`config.mk`:
```
export PLATFORM = sky130hd
export DESIGN_NAME = bank_rd_agu_flat
export DESIGN_NICKNAME = d
export VERILOG_FILES = /design/src/rtl/bank_rd_agu_if.sv /design/src/rtl/bank_rd_agu.sv /design/src/flat_wrapper.sv
export SDC_FILE = /design/constraint.sdc
export NUM_CORES = 1
export LEC_CHECK = 0
export ABC_AREA = 1
export CAP_MARGIN = 20
export CELL_PAD_IN_SITES_DETAIL_PLACEMENT = 1
export CELL_PAD_IN_SITES_GLOBAL_PLACEMENT = 1
export CORE_MARGIN = 2
export CORE_UTILIZATION = 45
export DETAILED_ROUTE_END_ITERATION = 8
export DONT_BUFFER_PORTS = 1
export PLACE_DENSITY = 0.78
export SETUP_SLACK_MARGIN = 0.1
export SLEW_MARGIN = 20
export SYNTH_ARGS = -nofsm -noshare
export SYNTH_HDL_FRONTEND = slang
export SYNTH_SLANG_ARGS = --single-unit
```
`constraint.sdc`:
```
create_clock -name clk -period 4.8 [get_ports clk]
set_clock_uncertainty 0.15 [all_clocks]
set_input_delay 0.96 -clock clk [delete_from_list [all_inputs] [get_ports clk]]
set_output_delay 0.96 -clock clk [all_outputs]
set_load 0.02 [all_outputs]
```
`src/rtl/bank_rd_agu_if.sv`:
```
// Control, bank read port and output stream of one bank read address generator.
// The slave modport is the generator's view; master is the controller/bank/consumer side.
interface bank_rd_agu_if #(
    parameter int BDADDR = 10,
    parameter int BDWORD = 64,
    parameter int BDCNT  = 10
);
    logic              start;
    logic [BDADDR-1:0] base_addr;
    logic [BDCNT-1:0]  in_len;
    logic [BDADDR-1:0] in_stride;
    logic [BDCNT-1:0]  out_len;
    logic [BDADDR-1:0] out_stride;
    logic              busy;
    logic              done;
    logic              rd_en;
    logic [BDADDR-1:0] rd_addr;
    logic [BDWORD-1:0] rd_word;
    logic              out_valid;
    logic              out_ready;
    logic [BDWORD-1:0] out_word;

    modport slave (
        input  start, base_addr, in_len, in_stride, out_len, out_stride, rd_word, out_ready,
        output busy, done, rd_en, rd_addr, out_valid, out_word
    );

    modport master (
        output start, base_addr, in_len, in_stride, out_len, out_stride, rd_word, out_ready,
        input  busy, done, rd_en, rd_addr, out_valid, out_word
    );
endinterface

```
`src/rtl/bank_rd_agu.sv`:
```
// 2-D strided read address generator for one data bank; absorbs the 1-cycle bank latency
// in a 2-entry output FIFO and streams words on valid/ready.
module bank_rd_agu #(
    parameter int BDADDR = 10,
    parameter int BDWORD = 64,
    parameter int BDCNT  = 10
) (
    input  logic          clk,
    input  logic          rst_n,
    bank_rd_agu_if.slave  bus
);

    typedef enum logic [1:0] {IDLE, RUN, DRAIN, DONE} state_t;

    state_t            state_q, state_d;
    logic [BDCNT-1:0]  in_len_q, in_len_d, out_len_q, out_len_d;
    logic [BDCNT-1:0]  i_cnt_q, i_cnt_d, j_cnt_q, j_cnt_d;
    logic [BDADDR-1:0] in_stride_q, in_stride_d, out_stride_q, out_stride_d;
    logic [BDADDR-1:0] row_ptr_q, row_ptr_d, cur_ptr_q, cur_ptr_d;
    logic              inflight_q, inflight_d;
    logic [1:0]        fifo_cnt_q, fifo_cnt_d;
    logic              rd_ptr_q, rd_ptr_d, wr_ptr_q, wr_ptr_d;
    logic [1:0][BDWORD-1:0] fifo_mem;

    logic       push, pop, rd_en, inner_last, outer_last;
    logic [2:0] occ;

    // Occupancy counts the word already in flight, so the FIFO can never overflow.
    always_comb begin
        push       = inflight_q;
        pop        = (fifo_cnt_q != 2'd0) && bus.out_ready;
        occ        = {1'b0, fifo_cnt_q} + {2'b00, inflight_q} - {2'b00, pop};
        rd_en      = (state_q == RUN) && (occ < 3'd2);
        inner_last = (i_cnt_q == in_len_q - BDCNT'(1));
        outer_last = (j_cnt_q == out_len_q - BDCNT'(1));
    end

    always_comb begin
        fifo_cnt_d = fifo_cnt_q + {1'b0, push} - {1'b0, pop};
        wr_ptr_d   = push ? ~wr_ptr_q : wr_ptr_q;
        rd_ptr_d   = pop  ? ~rd_ptr_q : rd_ptr_q;
        inflight_d = rd_en;
    end

    always_comb begin
        state_d      = state_q;
        in_len_d     = in_len_q;
        out_len_d    = out_len_q;
        in_stride_d  = in_stride_q;
        out_stride_d = out_stride_q;
        i_cnt_d      = i_cnt_q;
        j_cnt_d      = j_cnt_q;
        row_ptr_d    = row_ptr_q;
        cur_ptr_d    = cur_ptr_q;
        case (state_q)
            IDLE: begin
                if (bus.start) begin
                    in_len_d     = bus.in_len;
                    out_len_d    = bus.out_len;
                    in_stride_d  = bus.in_stride;
                    out_stride_d = bus.out_stride;
                    i_cnt_d      = '0;
                    j_cnt_d      = '0;
                    row_ptr_d    = bus.base_addr;
                    cur_ptr_d    = bus.base_addr;
                    state_d      = ((bus.in_len != '0) && (bus.out_len != '0)) ? RUN : DONE;
                end
            end
            RUN: begin
                if (rd_en) begin
                    if (!inner_last) begin
                        i_cnt_d   = i_cnt_q + BDCNT'(1);
                        cur_ptr_d = cur_ptr_q + in_stride_q;
                    end else if (!outer_last) begin
                        i_cnt_d   = '0;
                        j_cnt_d   = j_cnt_q + BDCNT'(1);
                        row_ptr_d = row_ptr_q + out_stride_q;
                        cur_ptr_d = row_ptr_q + out_stride_q;
                    end else begin
                        // Pointer stays on the final address so rd_addr holds it.
                        state_d = DRAIN;
                    end
                end
            end
            DRAIN: begin
                if ((fifo_cnt_d == 2'd0) && !inflight_q) state_d = DONE;
            end
            default: state_d = IDLE;
        endcase
    end

    always_ff @(posedge clk or negedge rst_n) begin
        if (!rst_n) begin
            state_q      <= IDLE;
            in_len_q     <= '0;
            out_len_q    <= '0;
            in_stride_q  <= '0;
            out_stride_q <= '0;
            i_cnt_q      <= '0;
            j_cnt_q      <= '0;
            row_ptr_q    <= '0;
            cur_ptr_q    <= '0;
            inflight_q   <= 1'b0;
            fifo_cnt_q   <= 2'd0;
            rd_ptr_q     <= 1'b0;
            wr_ptr_q     <= 1'b0;
        end else begin
            state_q      <= state_d;
            in_len_q     <= in_len_d;
            out_len_q    <= out_len_d;
            in_stride_q  <= in_stride_d;
            out_stride_q <= out_stride_d;
            i_cnt_q      <= i_cnt_d;
            j_cnt_q      <= j_cnt_d;
            row_ptr_q    <= row_ptr_d;
            cur_ptr_q    <= cur_ptr_d;
            inflight_q   <= inflight_d;
            fifo_cnt_q   <= fifo_cnt_d;
            rd_ptr_q     <= rd_ptr_d;
            wr_ptr_q     <= wr_ptr_d;
        end
    end

    generate
        for (genvar gi = 0; gi < 2; gi++) begin : g_fifo
            logic [BDWORD-1:0] entry_q, entry_d;
            always_comb begin
                entry_d = entry_q;
                if (push && (wr_ptr_q == 1'(gi))) entry_d = bus.rd_word;
            end
            always_ff @(posedge clk or negedge rst_n) begin
                if (!rst_n) entry_q <= '0;
                else        entry_q <= entry_d;
            end
            assign fifo_mem[gi] = entry_q;
        end
    endgenerate

    assign bus.busy      = (state_q != IDLE);
    assign bus.done      = (state_q == DONE);
    assign bus.rd_en     = rd_en;
    assign bus.rd_addr   = cur_ptr_q;
    assign bus.out_valid = (fifo_cnt_q != 2'd0);
    assign bus.out_word  = fifo_mem[rd_ptr_q];

endmodule
```
`src/flat_wrapper.sv`:
```
// flat-port wrapper written by rule: the top's interface ports become plain ports
module bank_rd_agu_flat 
#(
    parameter int BDADDR = 10,
    parameter int BDWORD = 64,
    parameter int BDCNT  = 10
)
  (clk, rst_n, bus_start, bus_base_addr, bus_in_len, bus_in_stride, bus_out_len, bus_out_stride, bus_rd_word, bus_out_ready, bus_busy, bus_done, bus_rd_en, bus_rd_addr, bus_out_valid, bus_out_word);
  bank_rd_agu_if #(.BDADDR(BDADDR), .BDWORD(BDWORD), .BDCNT(BDCNT)) bus_i ();
  input  logic clk;
  input  logic rst_n;
  input wire logic [$bits(bus_i.start)-1:0] bus_start;
  input wire logic [$bits(bus_i.base_addr)-1:0] bus_base_addr;
  input wire logic [$bits(bus_i.in_len)-1:0] bus_in_len;
  input wire logic [$bits(bus_i.in_stride)-1:0] bus_in_stride;
  input wire logic [$bits(bus_i.out_len)-1:0] bus_out_len;
  input wire logic [$bits(bus_i.out_stride)-1:0] bus_out_stride;
  input wire logic [$bits(bus_i.rd_word)-1:0] bus_rd_word;
  input wire logic [$bits(bus_i.out_ready)-1:0] bus_out_ready;
  output wire logic [$bits(bus_i.busy)-1:0] bus_busy;
  output wire logic [$bits(bus_i.done)-1:0] bus_done;
  output wire logic [$bits(bus_i.rd_en)-1:0] bus_rd_en;
  output wire logic [$bits(bus_i.rd_addr)-1:0] bus_rd_addr;
  output wire logic [$bits(bus_i.out_valid)-1:0] bus_out_valid;
  output wire logic [$bits(bus_i.out_word)-1:0] bus_out_word;
  assign bus_i.start = bus_start;
  assign bus_i.base_addr = bus_base_addr;
  assign bus_i.in_len = bus_in_len;
  assign bus_i.in_stride = bus_in_stride;
  assign bus_i.out_len = bus_out_len;
  assign bus_i.out_stride = bus_out_stride;
  assign bus_i.rd_word = bus_rd_word;
  assign bus_i.out_ready = bus_out_ready;
  assign bus_busy = bus_i.busy;
  assign bus_done = bus_i.done;
  assign bus_rd_en = bus_i.rd_en;
  assign bus_rd_addr = bus_i.rd_addr;
  assign bus_out_valid = bus_i.out_valid;
  assign bus_out_word = bus_i.out_word;
  bank_rd_agu #(.BDADDR(BDADDR), .BDWORD(BDWORD), .BDCNT(BDCNT)) u_core (.clk(clk), .rst_n(rst_n), .bus(bus_i));
endmodule
```
After elaboration in Yosys (flattened, before gate mapping)
Index checks and enable logic that the tools add are counted.
Widths: inputs -> output; s select.
{"block": "op_classes", "n_addsub": 10, "mul": 0, "n_div": 0, "n_lt_le_gt_ge": 2, "n_eq_ne": 12, "shifts": 0, "mux": 26, "bitwise": 2, "reduce_logical": 18}
{"cell": "$mux 10", "n": 13}
{"cell": "$mux 64", "n": 2}
{"cell": "$pmux 10 s2", "n": 4}
{"cell": "$add 10x1->10 const B", "n": 2}
{"cell": "$add 10x10->10", "n": 2}
{"cell": "$eq 10x10->1", "n": 2}
{"cell": "$reduce_bool 10->1", "n": 2}
{"cell": "$sub 10x1->10 const B", "n": 2}
{"cell": "$mux 2", "n": 6}
{"cell": "$reduce_and 5->1", "n": 2}
{"cell": "$ne 2x1->1 const B", "n": 4}
{"cell": "$logic_and 1x1->1", "n": 6}
{"cell": "$pmux 2 s3", "n": 1}
{"cell": "$reduce_bool 2->1", "n": 3}
{"cell": "$eq 2x2->1 const B", "n": 2}
{"cell": "$logic_not 2->1", "n": 2}
{"cell": "$ne 2x2->1 const B", "n": 2}
{"cell": "$reduce_and 4->1", "n": 1}
{"cell": "$add 2x1->3", "n": 1}
{"cell": "$lt 3x2->1 const B", "n": 1}
{"cell": "$ne 3x3->1 const B", "n": 1}
{"cell": "$sub 3x1->3", "n": 1}
{"cell": "$add 2x1->2", "n": 1}
{"cell": "$eq 2x1->1 const B", "n": 1}
{"cell": "other kinds (5)", "n": 6}
{"block": "totals", "reg_bits": 215, "latchBits": 0, "ram_bits": 0, "mem_bits_ro": 0, "in_bits": 118, "output_inout_bits": 78, "wordCells": 85, "n_memories": 0}

Longest topological paths before layout
Gate-level depths: netlist of run 1.
{"block": "depth", "ltp_word": 7, "depth_mapped": 18}

Least setup slack after synthesis of run 1
OpenSTA, ideal clock, no wires.
{"block": "synth_path", "path_type": "input-to-output", "start": "input bus_out_ready", "end": "output bus_rd_en", "arrival_ns": 2.539, "path_slack_ns": 1.151, "path_stages": 9, "path_buffers": 0, "cell_sequence": "nand2_1 > inv_1 > ha_1 > inv_1 > ha_1 > fa_1 > a21oi_1 > o21ai_0 > nor2_1"}
{"block": "synth_via", "elab_chain_cells": 4}
{"element": "start: declaration", "line_no": "flat_wrapper.sv:19", "source": "input wire logic [$bits(bus_i.out_ready)-1:0] bus_out_ready;"}
{"element": "$logic_and 1x1->1", "line_no": "bank_rd_agu.sv:31", "source": "pop = (fifo_cnt_q != 2'd0) && bus.out_ready;"}
{"element": "via u_core.pop", "line_no": "bank_rd_agu.sv:25", "source": "logic push, pop, rd_en, inner_last, outer_last;"}
{"element": "$sub 3x1->3", "line_no": "bank_rd_agu.sv:32", "source": "occ = {1'b0, fifo_cnt_q} + {2'b00, inflight_q} - {2'b00, pop};"}
{"element": "$lt 3x2->1", "line_no": "bank_rd_agu.sv:33", "source": "rd_en = (state_q == RUN) && (occ < 3'd2);"}
{"element": "$logic_and 1x1->1", "line_no": "bank_rd_agu.sv:33"}
{"element": "end: declaration", "line_no": "flat_wrapper.sv:22", "source": "output wire logic [$bits(bus_i.rd_en)-1:0] bus_rd_en;"}
The timed path passes the listed nets, and every way through them passes these cells.

Final worst setup path of run 1
{"block": "layout_path", "start": "register u_core.fifo_cnt_q[1]", "end": "output bus_rd_en"}
{"block": "layout_via", "elab_chain_cells": 5, "word_cells_on_any_way": 6}
{"element": "start: declaration", "line_no": "bank_rd_agu.sv:21", "source": "logic [1:0] fifo_cnt_q, fifo_cnt_d;"}
{"element": "start signal: assignment", "line_no": "bank_rd_agu.sv:118", "source": "fifo_cnt_q <= fifo_cnt_d;"}
{"element": "$reduce_bool 2->1"}
{"element": "via bus_out_valid", "line_no": "flat_wrapper.sv:24", "source": "output wire logic [$bits(bus_i.out_valid)-1:0] bus_out_valid;"}
{"element": "$logic_and 1x1->1", "line_no": "bank_rd_agu.sv:31"}
{"element": "via u_core.pop", "line_no": "bank_rd_agu.sv:25"}
{"element": "$sub 3x1->3", "line_no": "bank_rd_agu.sv:32"}
{"element": "$lt 3x2->1", "line_no": "bank_rd_agu.sv:33"}
{"element": "$logic_and 1x1->1", "line_no": "bank_rd_agu.sv:33"}
The timed path passes the listed nets, and every way through them passes these cells.

==> impl_metrics.csv, run 1 <==
group,metric,value,unit
run_status,status,"complete, but fails checks",
run_status,failed_checks,"negative hold slack",
sta,slew_viol_final,0,
clocking,clk_latency,530,ps
critical_path,reg2reg_slack,830,ps
global_routing,first_global_vias,9944,
critical_path,startpoint_type,"flop",
critical_path,r2r_start,"u_core.fifo_cnt_q[1]$_DFF_PN0_",
yosys,mappedNetlistArea,11500,µm²
drt,drc,0,
drt,routed_wl,30.6,mm
sta,period_share,0.919,
yosys,synthesis.instances,1476,
final_layout,antenna_cells,0,
clocking,cts.sinks,215,
power,power_frac_clock,0.193,
power,vdd.ir_drop.worst,0.355,mV
clocking,cts_resized,0,
critical_path,worst_ep_arrival_time,3300,ps
critical_path,path_class,"reg2out",
run,cap_violations,0,
floorplan,row_count,58,
clocking,clockBufferDepth,3,
global_routing,grt_usage,0.227,
clocking,post_cts_buffers,0,
critical_path,required,3690,ps
sta,grt_setup_unrepaired,"no",
final_layout,finish.utilization,0.500,
yosys,ys_ff_latch,215,
power,p_seq_frac,0.331,
clocking,cts_buffers,25,
clocking,cts-root-buf,"clkbuf_16",
final_layout,fill_cells,3156,
power,p_int,5.29,mW
global_routing,grt_pass1_wl,49.5,mm
power,power_frac_comb,0.476,
critical_path,crit_fanout,4,
final_layout,area_delta_synth_final,9.24,%
sta,tns,0,ps
power,power_density,798,nW/µm²
floorplan,boundaryPins,196,
drt,drt_iter0_drc,553,
placed_design,dp_cells,1754,
power,leakagePower,6.53,nW
sta,hold_viol,8,
power,switching_power,4.72,mW
final_layout,multi_input_area,5260,µm²
placed_design,dp_hpwl,21.2,mm
placed_design,io_buffers,0,
final_layout,finish.net_count,1601,
sta,max_slew.worst_pin.slew,925,ps
critical_path,r2r_cells,17,
yosys,syn_area_per_cell,7.79,µm²
yosys,yosys_warnings,0,
yosys,yosys_most_used_dff,"dfrtp_1",
final_layout,drive_gt1_frac,0.0838,
drt,dr.pass1.iters,4,
floorplan,core-area,25100,µm²
drt,avgRoutedWirePerCell,17.0,µm
sta,setup_viol,0,
critical_path,endpoint_kind,"output port",
yosys,synthArstFlopShare,1.00,
drt,vias,9415,
floorplan,dieWidth,164,µm
clocking,cts_htree_levels,1,
placed_design,gp_congestion,0.829,
drt,routed.top_layer,"met4",
sta,fmax,227,MHz
drt,postRouteAntennaNets,0,
yosys,synth_cell_types,40,
global_routing,grt.overflow.total,0,
floorplan,die_y,164,µm
drt,via_per_inst,5.24,
critical_path,startpoint,"u_core.fifo_cnt_q[1]$_DFF_PN0_",
drt,wl_met3,1.58,mm
floorplan,dieArea,26800,µm²
power,swShare,0.472,
worst_hold_path,hold_path_class,"in2async",
critical_path,worst_r2r_endpoint,"u_core.bus.rd_addr[2]$_DFFE_PN0P_",
yosys,syn-num-nets,1626,
placed_design,placed_area,11700,µm²
drt,met1_length,13.0,mm
clocking,path_clk_slew,60,ps
sta,min_period,4410,ps
yosys,ys_seq_area_frac,0.468,
final_layout,instances_no_fill,1798,
sta,holdWs,-22.7,ps
clocking,cts_tree,"built",
sta,max_slew_margin,0.383,
floorplan,initial_utilization,0.458,
critical_path,cp-endpoint,"bus_rd_en",
final_layout,finalInstanceArea,12600,µm²
yosys,synth_enable_flop_cells,0,
final_layout,regArea,5380,µm²
drt,wl_met2,15.1,mm
global_routing,antenna_found_initial,0,
global_routing,grt_max_degree,216,
[flip-flops by register name (all words and copies together) (netlist names)]
name and flops:
u_core.wr_ptr_q 1, u_core.inflight_q 1, u_core.state_q 2, u_core.in_len_q 10
u_core.out_len_q 10, u_core.in_stride_q 10, u_core.g_fifo.entry_q 128, u_core.j_cnt_q 10
u_core.fifo_cnt_q 2, u_core.bus.rd_addr 10, u_core.rd_ptr_q 1, u_core.out_stride_q 10
u_core.i_cnt_q 10, u_core.row_ptr_q 10
[power groups by stage]
stage	registers, mW	clock network (mW)	logic (mW)
after floorplan	3.15	0	3.86
after global placement	3.30	0	4.62
after detailed placement	3.34	0	4.79
after CTS	3.32	1.99	4.84
after global routing	3.43	2.06	5.41
final	3.32	1.93	4.77
[cell usage in the layout (no fill, tap or decap), drive strengths merged, types with 3 or more instances in the layout]
cell type / count
nor3: 5
nand3: 64
nor2: 70
dfrtp: 215
nor4: 5
nand3b: 3
o21ai: 178
xnor2: 12
clkbuf: 37
nand4: 12
nand2: 556
inv: 159
xor2: 34
a31oi: 3
mux2: 25
a21oi: 27
buf: 8
fa: 3
ha: 29
clkinv: 6
or2: 7
[routing by layer]
metal / global-route usage / vias up
met5: 0 / -
met4: 0.0650 / 0
met3: 0.0447 / 62
met2: 0.410 / 182
met1: 0.275 / 4592
li1: - / 4579
[Yosys cell counts, types with 3 or more instances]
library cell | count | area share
or2_2 | 7 | 0.0038
nand2_2 | 13 | 0.0071
nor4_1 | 5 | 0.0027
inv_1 | 154 | 0.050
nand3_1 | 62 | 0.027
xor2_1 | 33 | 0.025
nand2_4 | 4 | 0.0039
nand2_1 | 539 | 0.18
a31oi_1 | 3 | 0.0016
nand3b_1 | 3 | 0.0020
o21ai_2 | 11 | 0.0084
a21oi_1 | 27 | 0.012
xnor2_1 | 12 | 0.0091
inv_2 | 3 | 0.00098
fa_1 | 3 | 0.0052
nand4_1 | 12 | 0.0065
ha_1 | 29 | 0.032
nor3_1 | 5 | 0.0022
nor2_4 | 4 | 0.0039
o21ai_0 | 160 | 0.070
o21ai_1 | 7 | 0.0030
buf_1 | 4 | 0.0013
dfrtp_1 | 215 | 0.47
clkbuf_1 | 49 | 0.016
mux2_2 | 25 | 0.024
nor2_1 | 64 | 0.021
buf_6 | 4 | 0.0039
[through the flow]
step	total power, mW	setup WS, ps
6_report	10.0	389
5_1_grt	10.9	134
4_1_cts	10.1	306
3_5_place_dp	8.13	695
3_3_place_gp	7.91	798
2_1_floorplan	7.01	1150
[worst min path at each step]
| stage | startpoint | endpoint | slack [ps] |
|---|---|---|---|
| CTS | rst_n | u_core.out_len_q[2]$_DFFE_PN0P_ | -50 |
| finish | rst_n | u_core.out_len_q[2]$_DFFE_PN0P_ | -20 |
| global placement | u_core.g_fifo[0].entry_q[34]$_DFFE_PN0P_ | u_core.g_fifo[0].entry_q[34]$_DFFE_PN0P_ | 310 |
| floorplan | u_core.row_ptr_q[0]$_DFFE_PN0P_ | u_core.row_ptr_q[0]$_DFFE_PN0P_ | 300 |
| global route | rst_n | u_core.out_len_q[4]$_DFFE_PN0P_ | -50 |
| detailed placement | u_core.g_fifo[0].entry_q[14]$_DFFE_PN0P_ | u_core.g_fifo[0].entry_q[14]$_DFFE_PN0P_ | 320 |
[cell type report]
cell class              instances  area share
flip-flops and latches        215       0.429
multi-input cells            1041       0.419
clock buffers                  37      0.0582
inverters                     160      0.0480
well taps                     330      0.0329
clock inverters                 7     0.00827
repair buffers                  8     0.00478
[worst max-delay path: stages (launching register included)]
cell and delay [ps]:
dfrtp_1 410, or2_2 380, nand2_1 120, inv_1 50, ha_1 280, inv_1 50, ha_1 180, fa_1 480
a21oi_1 130, o21ai_0 180, nor2_1 500
[kinds of logic after synthesis]
group,count (synthesis),synth area share
AND/OR/NAND/NOR,724,0.260
XOR/XNOR,47,0.0378
multiplexers,25,0.0245
AO/OA/AOI/OAI,213,0.0978
flip-flops,215,0.468
adder cells (fa/ha/maj),32,0.0368
buffers and inverters,220,0.0750
(Power assumes the default switching activity.)
==> run 2: changes to the inputs <==
--- a/config.mk
+++ b/config.mk
@@ -10,10 +10,10 @@
 export CELL_PAD_IN_SITES_DETAIL_PLACEMENT = 1
 export CELL_PAD_IN_SITES_GLOBAL_PLACEMENT = 1
 export CORE_MARGIN = 2
-export CORE_UTILIZATION = 45
+export CORE_UTILIZATION = 51
 export DETAILED_ROUTE_END_ITERATION = 8
 export DONT_BUFFER_PORTS = 1
-export PLACE_DENSITY = 0.78
+export PLACE_DENSITY = 0.87
 export SETUP_SLACK_MARGIN = 0.1
 export SLEW_MARGIN = 20
 export SYNTH_ARGS = -nofsm -noshare
==> impl_metrics.csv, run 2 (synthesis gave the netlist of run 1 again) <==
group,metric,value,unit
run_status,status,"finished clean",
floorplan,row_count,54,
final_layout,layout_commonest_cell,"nand2_1",
run,cap_violations,0,
sta,tns,0,ps
floorplan,dieArea,23700,µm²
power,power_frac_clock,0.180,
floorplan,boundaryPins,196,
final_layout,top_register,"u_core.g_fifo.entry_q",
clocking,cts_htree_levels,1,
critical_path,cp_num_buf_inv,2,
critical_path,max_stage_delay,540,ps
drt,via_per_inst,5.50,
drt,drt_iter0_drc,598,
worst_hold_path,hold_path_class,"in2async",
clocking,clockBufferDepth,3,
power,power_frac_comb,0.488,
sta,min_period,4420,ps
sta,max_slew.worst_pin.slew,896,ps
clocking,clk_latency,520,ps
global_routing,grt_pass1_wl,52.0,mm
power,p_int,5.21,mW
final_layout,largest_reg_flops,128,
drt,vias,9641,
clocking,path_clk_slew,60,ps
clocking,cts_resized,0,
final_layout,finish.net_count,1605,
power,total_power,10.0,mW
power,vdd.ir_drop.worst,0.489,mV
clocking,cts.sinks,215,
placed_design,dp_hpwl,21.5,mm
critical_path,startpoint_type,"flop",
power,power_density,801,nW/µm²
final_layout,fill_cells,2709,
placed_design,gp_congestion,0.885,
sta,fmax,226,MHz
sta,grt_setup_unrepaired,"no",
global_routing,grt_max_degree,216,
critical_path,path_class,"reg2out",
drt,avgRoutedWirePerCell,18.0,µm
final_layout,mostFrequentLayoutCells,"nand2_1, dfrtp_1, o21ai_0",
critical_path,cp_slowest_cell,"nor2_1",
power,swShare,0.481,
sta,hold_viol,0,
drt,drc,0,
final_layout,finalInstanceArea,12500,µm²
power,switching_power,4.82,mW
placed_design,placed_area,11700,µm²
final_layout,multi_input_area,5260,µm²
sta,slew_viol_final,0,
critical_path,worst_ep_arrival_time,3310,ps
floorplan,dieWidth,154,µm
drt,dr.pass1.iters,4,
final_layout,regArea,5380,µm²
sta,period_share,0.920,
drt,routed_wl,31.6,mm
floorplan,die_y,154,µm
final_layout,antenna_cells,0,
clocking,post_cts_buffers,0,
critical_path,path_delay_family,"simple AND/OR/NAND/NOR gates",
critical_path,endpoint_kind,"output port",
final_layout,area_delta_synth_final,8.95,%
critical_path,required,3690,ps
floorplan,core-area,22000,µm²
clocking,cts-root-buf,"clkbuf_16",
drt,postRouteAntennaNets,0,
global_routing,grt_usage,0.267,
floorplan,initial_utilization,0.523,
global_routing,first_global_vias,10362,
clocking,cts_tree,"built",
critical_path,cp_cell_sequence,"or2_2, nand2_1, inv_1, ha_1, inv_1, ha_1, fa_1, a21oi_1, o21ai_0, nor2_1",
final_layout,drive_gt1_frac,0.0849,
critical_path,crit_fanout,4,
power,p_seq_frac,0.332,
global_routing,antenna_found_initial,0,
sta,setup_viol,0,
placed_design,io_buffers,0,
global_routing,grt.overflow.total,0,
power,leakagePower,6.54,nW
sta,max_slew_margin,0.402,
clocking,cts_buffers,24,
run 2: per-stage QoR:
step           worst slack [ps]  instances  hold slack [ps]  utilization
2_1_floorplan              1150       1476              298            -
3_3_place_gp                815       1705              315        0.531
3_5_place_dp                731       1705              322        0.531
4_1_cts                     343       1749            -26.5        0.566
5_1_grt                     215       1753              102        0.570
6_report                    384       1753              105        0.570
run 2: final cells by class:
type | instances | area share
sequential | 215 | 0.430
multi-input combinational | 1041 | 0.420
clock buffer | 37 | 0.0559
inverter | 160 | 0.0482
tap | 280 | 0.0280
timing repair buffer | 13 | 0.0122
clock inverter | 7 | 0.00570
run 2: power groups by stage:
stage / clock network (mW) / registers (mW) / logic (mW)
after floorplan: 0 / 3.15 / 3.86
after global placement: 0 / 3.29 / 4.55
after detailed placement: 0 / 3.35 / 4.80
after CTS: 1.84 / 3.33 / 4.88
after global routing: 1.90 / 3.44 / 5.53
final: 1.80 / 3.33 / 4.90
run 2: path summary, 6_finish.rpt:
kind,from,to,slack (ps),cells past startpoint
max in group asynchronous,rst_n,u_core.in_stride_q[2]$_DFFE_PN0P_,3090,1
min reg2reg,u_core.g_fifo[0].entry_q[27]$_DFFE_PN0P_,u_core.g_fifo[0].entry_q[27]$_DFFE_PN0P_,330,2
max reg2reg,u_core.fifo_cnt_q[1]$_DFF_PN0_,u_core.bus.rd_addr[8]$_DFFE_PN0P_,890,17
min in group clk,u_core.g_fifo[0].entry_q[27]$_DFFE_PN0P_,u_core.g_fifo[0].entry_q[27]$_DFFE_PN0P_,330,2
min,rst_n,u_core.row_ptr_q[4]$_DFFE_PN0P_,100,1
max,u_core.fifo_cnt_q[1]$_DFF_PN0_,bus_rd_en,380,10
run 2: per-layer routing:
layer | share of wire | wire length [µm] | global-route usage
met3 | 0.047 | 1480 | 0.0479
met1 | 0.41 | 13000 | 0.321
met2 | 0.52 | 16300 | 0.493
met4 | 0.024 | 770 | 0.0725
met5 | 0 | 0 | 0
run 2: worst register-to-register path, stage by stage (launching register included):
cell	delay, ps
dfrtp_1	400
or2_2	370
nand2_1	120
inv_1	50
ha_1	270
inv_1	40
ha_1	180
fa_1	490
a21oi_1	120
o21ai_0	210
nand2_1	110
o21ai_0	110
a21oi_1	400
nand2_1	230
nand2_4	250
inv_4	140
nand2_1	100
nand2_1	70
==> run 3: changes to the inputs <==
--- a/config.mk
+++ b/config.mk
@@ -13,7 +13,7 @@
 export CORE_UTILIZATION = 51
 export DETAILED_ROUTE_END_ITERATION = 8
 export DONT_BUFFER_PORTS = 1
-export PLACE_DENSITY = 0.87
+export PLACE_DENSITY = 0.94
 export SETUP_SLACK_MARGIN = 0.1
 export SLEW_MARGIN = 20
 export SYNTH_ARGS = -nofsm -noshare
==> impl_metrics.csv, run 3 (synthesis gave the netlist of run 1 again) <==
group,metric,value,unit
clocking,cts-root-buf,"clkbuf_16",
final_layout,drive_gt1_frac,0.0889,
sta,slew_viol_final,0,
sta,min_period,4290,ps
critical_path,max_stage_delay,490,ps
clocking,path_clk_slew,60,ps
placed_design,placed_area,11700,µm²
critical_path,crit_fanout,4,
power,leakagePower,6.59,nW
sta,hold_viol,0,
sta,max_slew.worst_pin.slew,965,ps
final_layout,mostFrequentLayoutCells,"nand2_1, dfrtp_1, o21ai_0",
clocking,cts_buffers,25,
placed_design,gp_congestion,0.880,
clocking,cts.sinks,215,
final_layout,layout_commonest_cell,"nand2_1",
global_routing,grt_pass1_wl,53.4,mm
clocking,cts_tree,"built",
sta,max_slew_margin,0.357,
sta,tns,0,ps
final_layout,finalInstanceArea,12600,µm²
final_layout,finish.utilization,0.574,
drt,via_per_inst,5.56,
final_layout,area_delta_synth_final,9.60,%
power,power_density,817,nW/µm²
run_status,status,"finished clean",
drt,vias,9739,
placed_design,dp_hpwl,22.0,mm
clocking,cts_resized,0,
sta,fmax,233,MHz
sta,setup_ws,509,ps
drt,avgRoutedWirePerCell,18.6,µm
floorplan,dieArea,23700,µm²
drt,dr.pass1.iters,4,
clocking,cts_htree_levels,1,
drt,drc,0,
critical_path,required,3690,ps
floorplan,dieWidth,154,µm
drt,routed_wl,32.6,mm
drt,postRouteAntennaNets,0,
final_layout,antenna_cells,0,
worst_hold_path,hold_path_class,"in2async",
critical_path,cp_slowest_cell,"fa_1",
sta,grt_setup_unrepaired,"no",
clocking,post_cts_buffers,0,
global_routing,grt_usage,0.276,
global_routing,antenna_found_initial,0,
final_layout,finish.net_count,1604,
placed_design,io_buffers,0,
floorplan,core-area,22000,µm²
floorplan,row_count,54,
critical_path,cp_num_buf_inv,2,
critical_path,cp_cell_sequence,"or2_2, nand2_1, inv_1, ha_1, inv_1, ha_1, fa_1, a21oi_1, o21ai_0, nor2_1",
critical_path,endpoint_kind,"output port",
drt,drt_iter0_drc,565,
sta,period_share,0.894,
critical_path,worst_ep_arrival_time,3180,ps
global_routing,first_global_vias,10603,
critical_path,path_class,"reg2out",
placed_design,dp_slack,746,ps
global_routing,grt.overflow.total,0,
sta,setup_viol,0,
critical_path,path_delay_family,"simple AND/OR/NAND/NOR gates",
final_layout,top_register,"u_core.g_fifo.entry_q",
critical_path,startpoint_type,"flop",
power,vdd.ir_drop.worst,0.453,mV
floorplan,boundaryPins,196,
run,cap_violations,0,
clocking,clockBufferDepth,3,
final_layout,largest_reg_flops,128,
global_routing,grt_max_degree,216,
clocking,clk_latency,520,ps
floorplan,initial_utilization,0.523,
floorplan,die_y,154,µm
-- run 3: final timing paths --
check / startpoint / end / slack, ps / cells after the start
worst min-delay path: rst_n / u_core.out_len_q[3]$_DFFE_PN0P_ / 170 / 1
min in group clk: u_core.g_fifo[1].entry_q[11]$_DFFE_PN0P_ / u_core.g_fifo[1].entry_q[11]$_DFFE_PN0P_ / 330 / 2
worst max register to register: u_core.fifo_cnt_q[1]$_DFF_PN0_ / u_core.bus.rd_addr[3]$_DFFE_PN0P_ / 770 / 17
max in group asynchronous: rst_n / u_core.g_fifo[0].entry_q[28]$_DFFE_PN0P_ / 3790 / 1
worst max-delay path: u_core.fifo_cnt_q[1]$_DFF_PN0_ / bus_rd_en / 510 / 10
worst min register to register: u_core.g_fifo[1].entry_q[11]$_DFFE_PN0P_ / u_core.g_fifo[1].entry_q[11]$_DFFE_PN0P_ / 330 / 2
-- run 3: power breakdown --
part	internal, mW	total, mW	switching, mW
Clock	1.24	2.01	0.770
Sequential	2.68	3.36	0.683
Combinational	1.47	4.92	3.45
Total	5.39	10.3	4.90
-- run 3: area by class of cell --
cell class | count | area, µm²
fillers | 2689 | 9360
flip-flops and latches | 215 | 5380
multi-input cells | 1041 | 5260
clock buffers | 36 | 747
inverters | 160 | 603
well taps | 280 | 350
clock inverters | 10 | 129
repair buffers | 11 | 123
-- run 3: layer usage --
layer | up-vias | track usage | wire length, µm
met5 | - | 0 | 0
met4 | 0 | 0.103 | 1220
met3 | 87 | 0.0471 | 1660
met1 | 4778 | 0.327 | 13200
met2 | 273 | 0.503 | 16500
li1 | 4601 | - | -
-- run 3: worst register-to-register path: stages (launching register included) --
cell and delay, ps:
dfrtp_1 400, or2_2 420, nand2_1 140, inv_1 50
ha_1 260, inv_1 40, ha_1 180, fa_1 490
a21oi_1 130, o21ai_0 150, nand2_1 90, o21ai_0 120
a21oi_1 480, nand2_1 260, nand2_4 270, inv_4 130
nand2_1 100, nand2_1 70
-- run 3: per-stage QoR --
| stage | cells | power (mW) | hold slack (ps) |
|---|---|---|---|
| floorplan | 1476 | 7.01 | 298 |
| global placement | 1705 | 7.82 | 315 |
| detailed placement | 1705 | 8.16 | 323 |
| finish | 1753 | 10.3 | 172 |
| CTS | 1751 | 10.3 | -32.8 |
| global route | 1753 | 11.1 | 212 |
